===== src/rtl/fence_flush_if.sv =====
// Commit/CSR-side bundle for the flush and fence sequencer: flush causes in,
// per-stage flush strobes, D$ bank handshakes and fence status out.
interface fence_flush_if #(
    parameter int unsigned NR_DCACHE_BANKS = 2,
    parameter int unsigned CNT_W           = 11
);
    logic                       v_i;
    logic                       mispredict_i;
    logic                       fence_req_i;
    logic                       fence_i_req_i;
    logic                       sfence_vma_i;
    logic                       hfence_vvma_i;
    logic                       hfence_gvma_i;
    logic                       flush_csr_i;
    logic                       flush_commit_i;
    logic                       ex_valid_i;
    logic                       eret_i;
    logic                       set_debug_pc_i;
    logic                       halt_csr_i;
    logic [NR_DCACHE_BANKS-1:0] flush_dcache_ack_i;

    logic                       set_pc_commit_o;
    logic                       flush_if_o;
    logic                       flush_unissued_instr_o;
    logic                       flush_id_o;
    logic                       flush_ex_o;
    logic                       flush_bp_o;
    logic                       flush_icache_o;
    logic [NR_DCACHE_BANKS-1:0] flush_dcache_o;
    logic                       flush_tlb_o;
    logic                       flush_tlb_vvma_o;
    logic                       flush_tlb_gvma_o;
    logic                       halt_o;
    logic                       fence_busy_o;
    logic                       fence_timeout_o;
    logic [CNT_W-1:0]           last_fence_cycles_o;

    modport slave (
        input  v_i, mispredict_i, fence_req_i, fence_i_req_i, sfence_vma_i,
               hfence_vvma_i, hfence_gvma_i, flush_csr_i, flush_commit_i,
               ex_valid_i, eret_i, set_debug_pc_i, halt_csr_i, flush_dcache_ack_i,
        output set_pc_commit_o, flush_if_o, flush_unissued_instr_o, flush_id_o,
               flush_ex_o, flush_bp_o, flush_icache_o, flush_dcache_o, flush_tlb_o,
               flush_tlb_vvma_o, flush_tlb_gvma_o, halt_o, fence_busy_o,
               fence_timeout_o, last_fence_cycles_o
    );

    modport master (
        output v_i, mispredict_i, fence_req_i, fence_i_req_i, sfence_vma_i,
               hfence_vvma_i, hfence_gvma_i, flush_csr_i, flush_commit_i,
               ex_valid_i, eret_i, set_debug_pc_i, halt_csr_i, flush_dcache_ack_i,
        input  set_pc_commit_o, flush_if_o, flush_unissued_instr_o, flush_id_o,
               flush_ex_o, flush_bp_o, flush_icache_o, flush_dcache_o, flush_tlb_o,
               flush_tlb_vvma_o, flush_tlb_gvma_o, halt_o, fence_busy_o,
               fence_timeout_o, last_fence_cycles_o
    );
endinterface


===== src/rtl/fence_flush_sequencer.sv =====
// Flush-cause decoder plus FENCE/FENCE.I sequencer: per-bank D$ write-back with
// timeout abort, I$ invalidate ordered after the D$ completes.
module fence_flush_sequencer #(
    parameter int unsigned NR_DCACHE_BANKS = 2,
    parameter int unsigned WB_DCACHE       = 1,
    parameter int unsigned RVH             = 1,
    parameter int unsigned ACK_TIMEOUT     = 1024,
    parameter int unsigned CNT_W           = $clog2(ACK_TIMEOUT + 1)
) (
    input  logic           clk_i,
    input  logic           rst_i,
    fence_flush_if.slave   bus
);
    localparam bit HAS_H = (RVH != 0);
    localparam bit HAS_WB = (WB_DCACHE != 0);
    localparam logic [CNT_W-1:0] TIMEOUT_CNT = CNT_W'(ACK_TIMEOUT);

    typedef enum logic [1:0] {IDLE, WAIT, DONE} state_t;

    state_t                     state_reg;
    logic [NR_DCACHE_BANKS-1:0] pending_reg;
    logic [NR_DCACHE_BANKS-1:0] pending_next;
    logic [CNT_W-1:0]           cnt_reg;
    logic [CNT_W-1:0]           last_reg;
    logic                       icache_def_reg;
    logic                       icache_pulse_reg;
    logic                       timeout_reg;

    logic live, exc, fence_any, fence_start, acks_done;

    // Strobes are gated by reset so every output reads 0 while it is held.
    assign live        = ~rst_i;
    assign exc         = bus.ex_valid_i | bus.eret_i | bus.set_debug_pc_i;
    assign fence_any   = bus.fence_req_i | bus.fence_i_req_i | bus.sfence_vma_i
                       | (HAS_H & (bus.hfence_vvma_i | bus.hfence_gvma_i))
                       | bus.flush_csr_i | bus.flush_commit_i;
    assign fence_start = HAS_WB & (bus.fence_req_i | bus.fence_i_req_i);

    for (genvar gi = 0; gi < NR_DCACHE_BANKS; gi++) begin : g_bank
        assign pending_next[gi] = pending_reg[gi] & ~bus.flush_dcache_ack_i[gi];
    end
    assign acks_done = (pending_next == '0);

    always_ff @(posedge clk_i or posedge rst_i) begin
        if (rst_i) begin
            state_reg        <= IDLE;
            pending_reg      <= '0;
            cnt_reg          <= '0;
            last_reg         <= '0;
            icache_def_reg   <= 1'b0;
            icache_pulse_reg <= 1'b0;
            timeout_reg      <= 1'b0;
        end else begin
            timeout_reg      <= 1'b0;
            icache_pulse_reg <= 1'b0;
            case (state_reg)
                IDLE: begin
                    if (fence_start) begin
                        state_reg      <= WAIT;
                        pending_reg    <= '1;
                        cnt_reg        <= CNT_W'(1);
                        icache_def_reg <= bus.fence_i_req_i;
                    end
                end
                WAIT: begin
                    // Completion is tested first so an ack on the timeout cycle wins.
                    if (acks_done) begin
                        state_reg        <= DONE;
                        pending_reg      <= '0;
                        last_reg         <= cnt_reg;
                        icache_pulse_reg <= icache_def_reg;
                        icache_def_reg   <= 1'b0;
                    end else if (cnt_reg == TIMEOUT_CNT) begin
                        state_reg      <= IDLE;
                        pending_reg    <= '0;
                        last_reg       <= cnt_reg;
                        timeout_reg    <= 1'b1;
                        icache_def_reg <= 1'b0;
                    end else begin
                        pending_reg <= pending_next;
                        cnt_reg     <= cnt_reg + CNT_W'(1);
                    end
                end
                DONE:    state_reg <= IDLE;
                default: state_reg <= IDLE;
            endcase
        end
    end

    assign bus.set_pc_commit_o        = live & fence_any & ~exc;
    assign bus.flush_if_o             = live & (bus.mispredict_i | fence_any | exc);
    assign bus.flush_unissued_instr_o = live & (bus.mispredict_i | fence_any | exc);
    assign bus.flush_id_o             = live & (fence_any | exc);
    assign bus.flush_ex_o             = live & (fence_any | exc);
    assign bus.flush_bp_o             = live & exc;

    assign bus.flush_tlb_o      = live & bus.sfence_vma_i & ~(HAS_H & bus.v_i);
    assign bus.flush_tlb_vvma_o = live & HAS_H & ((bus.sfence_vma_i & bus.v_i) | bus.hfence_vvma_i);
    assign bus.flush_tlb_gvma_o = live & HAS_H & bus.hfence_gvma_i;

    // Write-through caches need no D$ ordering, so FENCE.I invalidates at once.
    assign bus.flush_icache_o = live & (icache_pulse_reg | (~HAS_WB & bus.fence_i_req_i));
    assign bus.flush_dcache_o = pending_reg;

    assign bus.halt_o              = live & (bus.halt_csr_i | (state_reg != IDLE));
    assign bus.fence_busy_o        = (state_reg != IDLE);
    assign bus.fence_timeout_o     = timeout_reg;
    assign bus.last_fence_cycles_o = last_reg;
endmodule


===== src/flat_wrapper.sv =====
// flat-port wrapper written by rule: the top's interface ports become plain ports
module fence_flush_sequencer_flat 
#(
    parameter int unsigned NR_DCACHE_BANKS = 2,
    parameter int unsigned WB_DCACHE       = 1,
    parameter int unsigned RVH             = 1,
    parameter int unsigned ACK_TIMEOUT     = 1024,
    parameter int unsigned CNT_W           = $clog2(ACK_TIMEOUT + 1)
)
  (clk_i, rst_i, bus_v_i, bus_mispredict_i, bus_fence_req_i, bus_fence_i_req_i, bus_sfence_vma_i, bus_hfence_vvma_i, bus_hfence_gvma_i, bus_flush_csr_i, bus_flush_commit_i, bus_ex_valid_i, bus_eret_i, bus_set_debug_pc_i, bus_halt_csr_i, bus_flush_dcache_ack_i, bus_set_pc_commit_o, bus_flush_if_o, bus_flush_unissued_instr_o, bus_flush_id_o, bus_flush_ex_o, bus_flush_bp_o, bus_flush_icache_o, bus_flush_dcache_o, bus_flush_tlb_o, bus_flush_tlb_vvma_o, bus_flush_tlb_gvma_o, bus_halt_o, bus_fence_busy_o, bus_fence_timeout_o, bus_last_fence_cycles_o);
  fence_flush_if #(.NR_DCACHE_BANKS(NR_DCACHE_BANKS), .CNT_W(CNT_W)) bus_i ();
  input  logic clk_i;
  input  logic rst_i;
  input wire logic [$bits(bus_i.v_i)-1:0] bus_v_i;
  input wire logic [$bits(bus_i.mispredict_i)-1:0] bus_mispredict_i;
  input wire logic [$bits(bus_i.fence_req_i)-1:0] bus_fence_req_i;
  input wire logic [$bits(bus_i.fence_i_req_i)-1:0] bus_fence_i_req_i;
  input wire logic [$bits(bus_i.sfence_vma_i)-1:0] bus_sfence_vma_i;
  input wire logic [$bits(bus_i.hfence_vvma_i)-1:0] bus_hfence_vvma_i;
  input wire logic [$bits(bus_i.hfence_gvma_i)-1:0] bus_hfence_gvma_i;
  input wire logic [$bits(bus_i.flush_csr_i)-1:0] bus_flush_csr_i;
  input wire logic [$bits(bus_i.flush_commit_i)-1:0] bus_flush_commit_i;
  input wire logic [$bits(bus_i.ex_valid_i)-1:0] bus_ex_valid_i;
  input wire logic [$bits(bus_i.eret_i)-1:0] bus_eret_i;
  input wire logic [$bits(bus_i.set_debug_pc_i)-1:0] bus_set_debug_pc_i;
  input wire logic [$bits(bus_i.halt_csr_i)-1:0] bus_halt_csr_i;
  input wire logic [$bits(bus_i.flush_dcache_ack_i)-1:0] bus_flush_dcache_ack_i;
  output wire logic [$bits(bus_i.set_pc_commit_o)-1:0] bus_set_pc_commit_o;
  output wire logic [$bits(bus_i.flush_if_o)-1:0] bus_flush_if_o;
  output wire logic [$bits(bus_i.flush_unissued_instr_o)-1:0] bus_flush_unissued_instr_o;
  output wire logic [$bits(bus_i.flush_id_o)-1:0] bus_flush_id_o;
  output wire logic [$bits(bus_i.flush_ex_o)-1:0] bus_flush_ex_o;
  output wire logic [$bits(bus_i.flush_bp_o)-1:0] bus_flush_bp_o;
  output wire logic [$bits(bus_i.flush_icache_o)-1:0] bus_flush_icache_o;
  output wire logic [$bits(bus_i.flush_dcache_o)-1:0] bus_flush_dcache_o;
  output wire logic [$bits(bus_i.flush_tlb_o)-1:0] bus_flush_tlb_o;
  output wire logic [$bits(bus_i.flush_tlb_vvma_o)-1:0] bus_flush_tlb_vvma_o;
  output wire logic [$bits(bus_i.flush_tlb_gvma_o)-1:0] bus_flush_tlb_gvma_o;
  output wire logic [$bits(bus_i.halt_o)-1:0] bus_halt_o;
  output wire logic [$bits(bus_i.fence_busy_o)-1:0] bus_fence_busy_o;
  output wire logic [$bits(bus_i.fence_timeout_o)-1:0] bus_fence_timeout_o;
  output wire logic [$bits(bus_i.last_fence_cycles_o)-1:0] bus_last_fence_cycles_o;
  assign bus_i.v_i = bus_v_i;
  assign bus_i.mispredict_i = bus_mispredict_i;
  assign bus_i.fence_req_i = bus_fence_req_i;
  assign bus_i.fence_i_req_i = bus_fence_i_req_i;
  assign bus_i.sfence_vma_i = bus_sfence_vma_i;
  assign bus_i.hfence_vvma_i = bus_hfence_vvma_i;
  assign bus_i.hfence_gvma_i = bus_hfence_gvma_i;
  assign bus_i.flush_csr_i = bus_flush_csr_i;
  assign bus_i.flush_commit_i = bus_flush_commit_i;
  assign bus_i.ex_valid_i = bus_ex_valid_i;
  assign bus_i.eret_i = bus_eret_i;
  assign bus_i.set_debug_pc_i = bus_set_debug_pc_i;
  assign bus_i.halt_csr_i = bus_halt_csr_i;
  assign bus_i.flush_dcache_ack_i = bus_flush_dcache_ack_i;
  assign bus_set_pc_commit_o = bus_i.set_pc_commit_o;
  assign bus_flush_if_o = bus_i.flush_if_o;
  assign bus_flush_unissued_instr_o = bus_i.flush_unissued_instr_o;
  assign bus_flush_id_o = bus_i.flush_id_o;
  assign bus_flush_ex_o = bus_i.flush_ex_o;
  assign bus_flush_bp_o = bus_i.flush_bp_o;
  assign bus_flush_icache_o = bus_i.flush_icache_o;
  assign bus_flush_dcache_o = bus_i.flush_dcache_o;
  assign bus_flush_tlb_o = bus_i.flush_tlb_o;
  assign bus_flush_tlb_vvma_o = bus_i.flush_tlb_vvma_o;
  assign bus_flush_tlb_gvma_o = bus_i.flush_tlb_gvma_o;
  assign bus_halt_o = bus_i.halt_o;
  assign bus_fence_busy_o = bus_i.fence_busy_o;
  assign bus_fence_timeout_o = bus_i.fence_timeout_o;
  assign bus_last_fence_cycles_o = bus_i.last_fence_cycles_o;
  fence_flush_sequencer #(.NR_DCACHE_BANKS(NR_DCACHE_BANKS), .WB_DCACHE(WB_DCACHE), .RVH(RVH), .ACK_TIMEOUT(ACK_TIMEOUT), .CNT_W(CNT_W)) u_core (.clk_i(clk_i), .rst_i(rst_i), .bus(bus_i));
endmodule

===== config.mk =====
export PLATFORM = sky130hd
export DESIGN_NAME = fence_flush_sequencer_flat
export DESIGN_NICKNAME = d
export VERILOG_FILES = /design/src/rtl/fence_flush_if.sv /design/src/rtl/fence_flush_sequencer.sv /design/src/flat_wrapper.sv
export SDC_FILE = /design/constraint.sdc
export NUM_CORES = 1
export LEC_CHECK = 0
export ABC_AREA = 1
export ABC_CLOCK_PERIOD_IN_PS = 4090
export CAP_MARGIN = 10
export CORE_MARGIN = 3
export CORE_UTILIZATION = 52
export DETAILED_ROUTE_END_ITERATION = 10
export PLACE_DENSITY = 0.86
export SYNTH_ARGS = -nofsm -noshare
export SYNTH_HDL_FRONTEND = slang
export SYNTH_SLANG_ARGS = --single-unit

===== constraint.sdc =====
create_clock -name clk_i -period 4.09 [get_ports clk_i]
set_input_delay 0.818 -clock clk_i [delete_from_list [all_inputs] [get_ports clk_i]]
set_output_delay 0.818 -clock clk_i [all_outputs]
set_load 0.02 [all_outputs]

# == Yosys cells after proc, flatten, opt, wreduce, memory -nomap -nowiden ==
# Cells that the tools add are included.
# word_totals
input_bits,17
reg_bits,29
word_cells,79
# classes
muxes,23
addsub,1
n_reduce_logical,10
eq_ne,6
bitwise,32
# ops
cell,n
$mux W11,5
$pmux W11 S2,1
$and A1 B1 Y1,14
$or A1 B1 Y1,13
$mux W2,6
$add A11 B1 Y11 const B,1
$eq A11 B11 Y1 const B,1
$mux W1,8
$pmux W2 S2,2
$reduce_and A2 Y1,3
$reduce_bool A2 Y1,3
$not A1 Y1,5
$logic_not A2 Y1,2
$ne A2 B2 Y1 const B,2
$reduce_and A4 Y1,1
$ne A3 B1 Y1 const B,1
$reduce_and A3 Y1,1
$eq A2 B1 Y1 const B,1
$ne A2 B1 Y1 const B,1
$pmux W1 S2,1

# == Depth between registers and ports, before layout ==
# logic_depth
word_depth,8
ltp_mapped,10
ltp_nobuf,9

# == Worst setup path after synthesis ==
# No wires, ideal clock.
# synth_timing
path_type,input to output
startpoint,input rst_i
endpoint,output bus_flush_unissued_instr_o
required_time_ps,3272
arrival_ps,2133
slack_ps,1139
path_stages,4
cell_sequence,inv_1 -> o31ai_1 -> nand3_1 -> buf_4
# synth_via
elab_chain_cells,2
# synth_lines
item,line_no,text
from (decl),flat_wrapper.sv:13,input logic rst_i;
$not A1 Y1,fence_flush_sequencer.sv:32,assign live = ~rst_i;
$and A1 B1 Y1,n/a,
to (decl),flat_wrapper.sv:30,output wire logic [$bits(bus_i.flush_unissued_instr_o)-1:0] bus_flush_unissued_instr_o;
# Every way passes these cells.

# == Worst setup path after layout ==
# layout_timing
startpoint,input bus_fence_i_req_i
endpoint,output bus_flush_if_o
# layout_via
elab_chain_cells,8
# layout_lines
item,line_no,text
from (decl),flat_wrapper.sv:17,input wire logic [$bits(bus_i.fence_i_req_i)-1:0] bus_fence_i_req_i;
$or A1 B1 Y1 (2 in a row),fence_flush_sequencer.sv:34,assign fence_any = bus.fence_req_i | bus.fence_i_req_i | bus.sfence_vma_i
$or A1 B1 Y1,fence_flush_sequencer.sv:35,| (HAS_H & (bus.hfence_vvma_i | bus.hfence_gvma_i))
$or A1 B1 Y1 (2 in a row),fence_flush_sequencer.sv:36,| bus.flush_csr_i | bus.flush_commit_i;
$or A1 B1 Y1 (2 in a row),fence_flush_sequencer.sv:91,assign bus.flush_if_o = live & (bus.mispredict_i | fence_any | exc);
$and A1 B1 Y1,fence_flush_sequencer.sv:91,
to (decl),flat_wrapper.sv:29,output wire logic [$bits(bus_i.flush_if_o)-1:0] bus_flush_if_o;
# Every way passes these cells.

==> results.py <==
metrics = {
    "run_status": {
        "status": "finished, final reports clean",
    },
    "finish": {
        "diodes": 0,
        "fillers": 229,
        "drive_above_1_share": 0.0672,
        "multiInputGateArea_um2": 767,
        "fin_util": 0.742,
        "nets": 286,
        "regArea_um2": 726,
        "fin_cells": 310,
        "area_delta_synth_final_pct": 29.3,
    },
    "route": {
        "viasPerCell": 5.04,
        "wl_per_cell_um": 12.4,
        "ant_nets": 0,
        "wl_um": 3860,
        "drc": 0,
        "drt_iter0_markers": 68,
        "via_count": 1563,
        "firstDrtPassIters": 5,
    },
    "yosys": {
        "synth_edf_count": 0,
        "yosys.area.top_type_share": 0.440,
        "synthCells": 226,
        "yosys-top-cells-count": "nand2_1, nand3_1, dfrtp_1",
        "synth_area_um2": 1650,
        "synth_top_cell_by_area": "dfrtp_1",
        "synth-seq-cells": 29,
        "ys_seq_area_frac": 0.440,
        "synth_cell_types": 25,
        "synth_ff_type": "dfrtp_1",
        "synth_warnings": 0,
        "yosys-top-cells-area": "dfrtp_1, nand2_1, nand3_1, nor2_1, inv_1",
        "yosysMostFrequentCell": "nand2_1",
        "syn-num-nets": 245,
        "synth-async-reset-ratio": 1.00,
        "avgSynthCellArea_um2": 7.30,
    },
    "floorplan": {
        "die_h_um": 62.3,
        "ioPinCount": 43,
        "dieWidth_um": 62.3,
        "die-area_um2": 3890,
        "start_util": 0.574,
        "row_count": 19,
        "design.core.area_um2": 2880,
    },
    "critical_path": {
        "worst_ep_required_time_ns": 3.27,
        "crit_start": "bus_fence_i_req_i",
        "path_max_fanout": 3,
        "critPathLaunchType": "input pin",
        "reg2reg_depth": 6,
        "crit_end": "bus_flush_if_o",
        "timing.rr.start": "u_core.state_reg[0]$_DFFE_PP0P_",
        "endpoint_kind": "primary output",
        "crit_type": "in -> out",
        "r2r_slack_ns": 2.11,
        "reg2reg_to": "u_core.bus.last_fence_cycles_o[2]$_DFFE_PP0P_",
        "cp.arrival_ns": 2.51,
    },
    "sta": {
        "tns_ns": 0,
        "fin_skew_ns": 0.00735,
        "fin_crit_sh": 0.813,
        "final-hold-violation-count": 0,
        "max_freq_mhz": 301,
        "finalCriticalPeriod_ns": 3.32,
        "fin_ws_ns": 0.765,
        "relSlewSlack": 0.646,
        "rsz0062_at_grt": "false",
        "setup_violations": 0,
        "drv_slew": 0,
        "tightestPinTransition_ns": 0.530,
    },
    "power": {
        "leakage_nw": 1.08,
        "vdd_drop_max_v": 0.000342,
        "p_sw_frac": 0.431,
        "p_seq_frac": 0.364,
        "p_clk_frac": 0.183,
        "p_int_uw": 613,
        "pwr-share-comb": 0.453,
        "power_density_nw_per_um2": 505,
        "power.net_switching_uw": 464,
    },
    "grt": {
        "grt_first_pass_wirelength_um": 6640,
        "antenna_found_initial": 0,
        "grt.total_usage": 0.213,
        "overflow": 0,
        "first_global_vias": 1481,
        "grt_max_degree": 30,
    },
    "placement": {
        "place_inst": 302,
        "dp_hpwl_um": 2840,
        "dp_slack_ns": 0.765,
        "port_buffers": 42,
        "finalWeightedCongestion": 0.884,
    },
    "clocking": {
        "cts_resized": 0,
        "hold_buffers": 0,
        "clk_pin_slew_worst_paths_ns": 0.09,
        "postCtsSetupRepairBufs": 0,
        "cts_made_buffers": 5,
        "clock-sinks": 29,
        "cts_tree": "yes",
        "clockBufferDepth": 2,
        "clk-insertion-delay-late_ns": 0.33,
        "cts_root_buf": "clkbuf_4",
        "h-tree-depth": 2,
    },
    "hold_path": {
        "hold_class": "reg -> reg",
    },
    "run": {
        "maxCapViolCount": 0,
    },
}
metrics by stage:
step	power [mW]	cell area [µm²]	hold slack, ns
global placement	0.873	2060	0.458
CTS	1.09	2130	0.490
detailed placement	0.885	2060	0.467
global route	1.16	2130	0.521
finish	1.08	2130	0.484
floorplan	0.754	1650	0.441
cell usage in the layout (no fill, tap or decap):
cell / count
nor2_1: 25
nor3_1: 3
nor2_4: 2
nand3_1: 35
clkbuf_4: 5
nor2_2: 1
clkdlybuf4s50_1: 42
xnor2_1: 1
nand3_2: 1
nand2_2: 2
o21bai_1: 1
nor3b_1: 2
o31ai_1: 1
buf_4: 1
dfrtp_1: 29
nand2_1: 79
clkbuf_8: 2
nand2_4: 2
inv_1: 24
nor3_2: 1
a21oi_1: 2
ha_1: 2
nand4_1: 2
clkinv_2: 1
xor2_1: 1
nand3b_1: 1
cell families (layout without fill, tap and decap cells):
| family | Yosys count | after routing | share of synthesized area |
|---|---|---|---|
| compound gates | 4 | 4 | 0.0152 |
| xor+xnor | 2 | 2 | 0.0106 |
| fa+ha+maj | 2 | 2 | 0.0152 |
| buf+inv | 33 | 75 | 0.0955 |
| flops | 29 | 29 | 0.440 |
| simple gates | 156 | 156 | 0.424 |
per-layer routing:
layer / global-route usage / wire length [µm]
met3: 0.0450 / 155
met2: 0.347 / 1880
met5: 0 / 0
met4: 0.102 / 85
met1: 0.270 / 1740
cell type report:
class / instances / area share
Clock buffer: 7 / 0.0305
Clock inverter: 1 / 0.00235
Inverter: 24 / 0.0422
Multi-Input combinational cell: 164 / 0.360
Sequential cell: 29 / 0.340
Tap cell: 42 / 0.0246
Timing Repair Buffer: 43 / 0.201
power groups by stage:
stage / Combinational, mW / Sequential [mW] / Clock [mW]
CTS: 0.495 / 0.391 / 0.202
global route: 0.542 / 0.399 / 0.216
global placement: 0.479 / 0.394 / 0
detailed placement: 0.488 / 0.397 / 0
floorplan: 0.335 / 0.418 / 0
finish: 0.488 / 0.392 / 0.197
worst min path at each step:
stage / startpoint / end / slack [ns] / cells past startpoint
final: u_core.icache_def_reg$_DFFE_PP0P_ / u_core.icache_def_reg$_DFFE_PP0P_ / 0.48 / 2
after global routing: u_core.icache_def_reg$_DFFE_PP0P_ / u_core.icache_def_reg$_DFFE_PP0P_ / 0.52 / 2
after CTS: u_core.icache_def_reg$_DFFE_PP0P_ / u_core.icache_def_reg$_DFFE_PP0P_ / 0.49 / 2
after detailed placement: u_core.icache_def_reg$_DFFE_PP0P_ / u_core.icache_def_reg$_DFFE_PP0P_ / 0.47 / 2
after global placement: u_core.icache_def_reg$_DFFE_PP0P_ / u_core.icache_def_reg$_DFFE_PP0P_ / 0.46 / 2
after floorplan: u_core.icache_def_reg$_DFFE_PP0P_ / u_core.icache_def_reg$_DFFE_PP0P_ / 0.44 / 2
critical path, stage by stage:
cell and delay [ns]:
clkdlybuf4s50_1 0.42, nor2_1 0.15, nand3_1 0.09, o31ai_1 0.33
nand3_1 0.14, clkdlybuf4s50_1 0.56
Power figures use the tool's default switching activity.
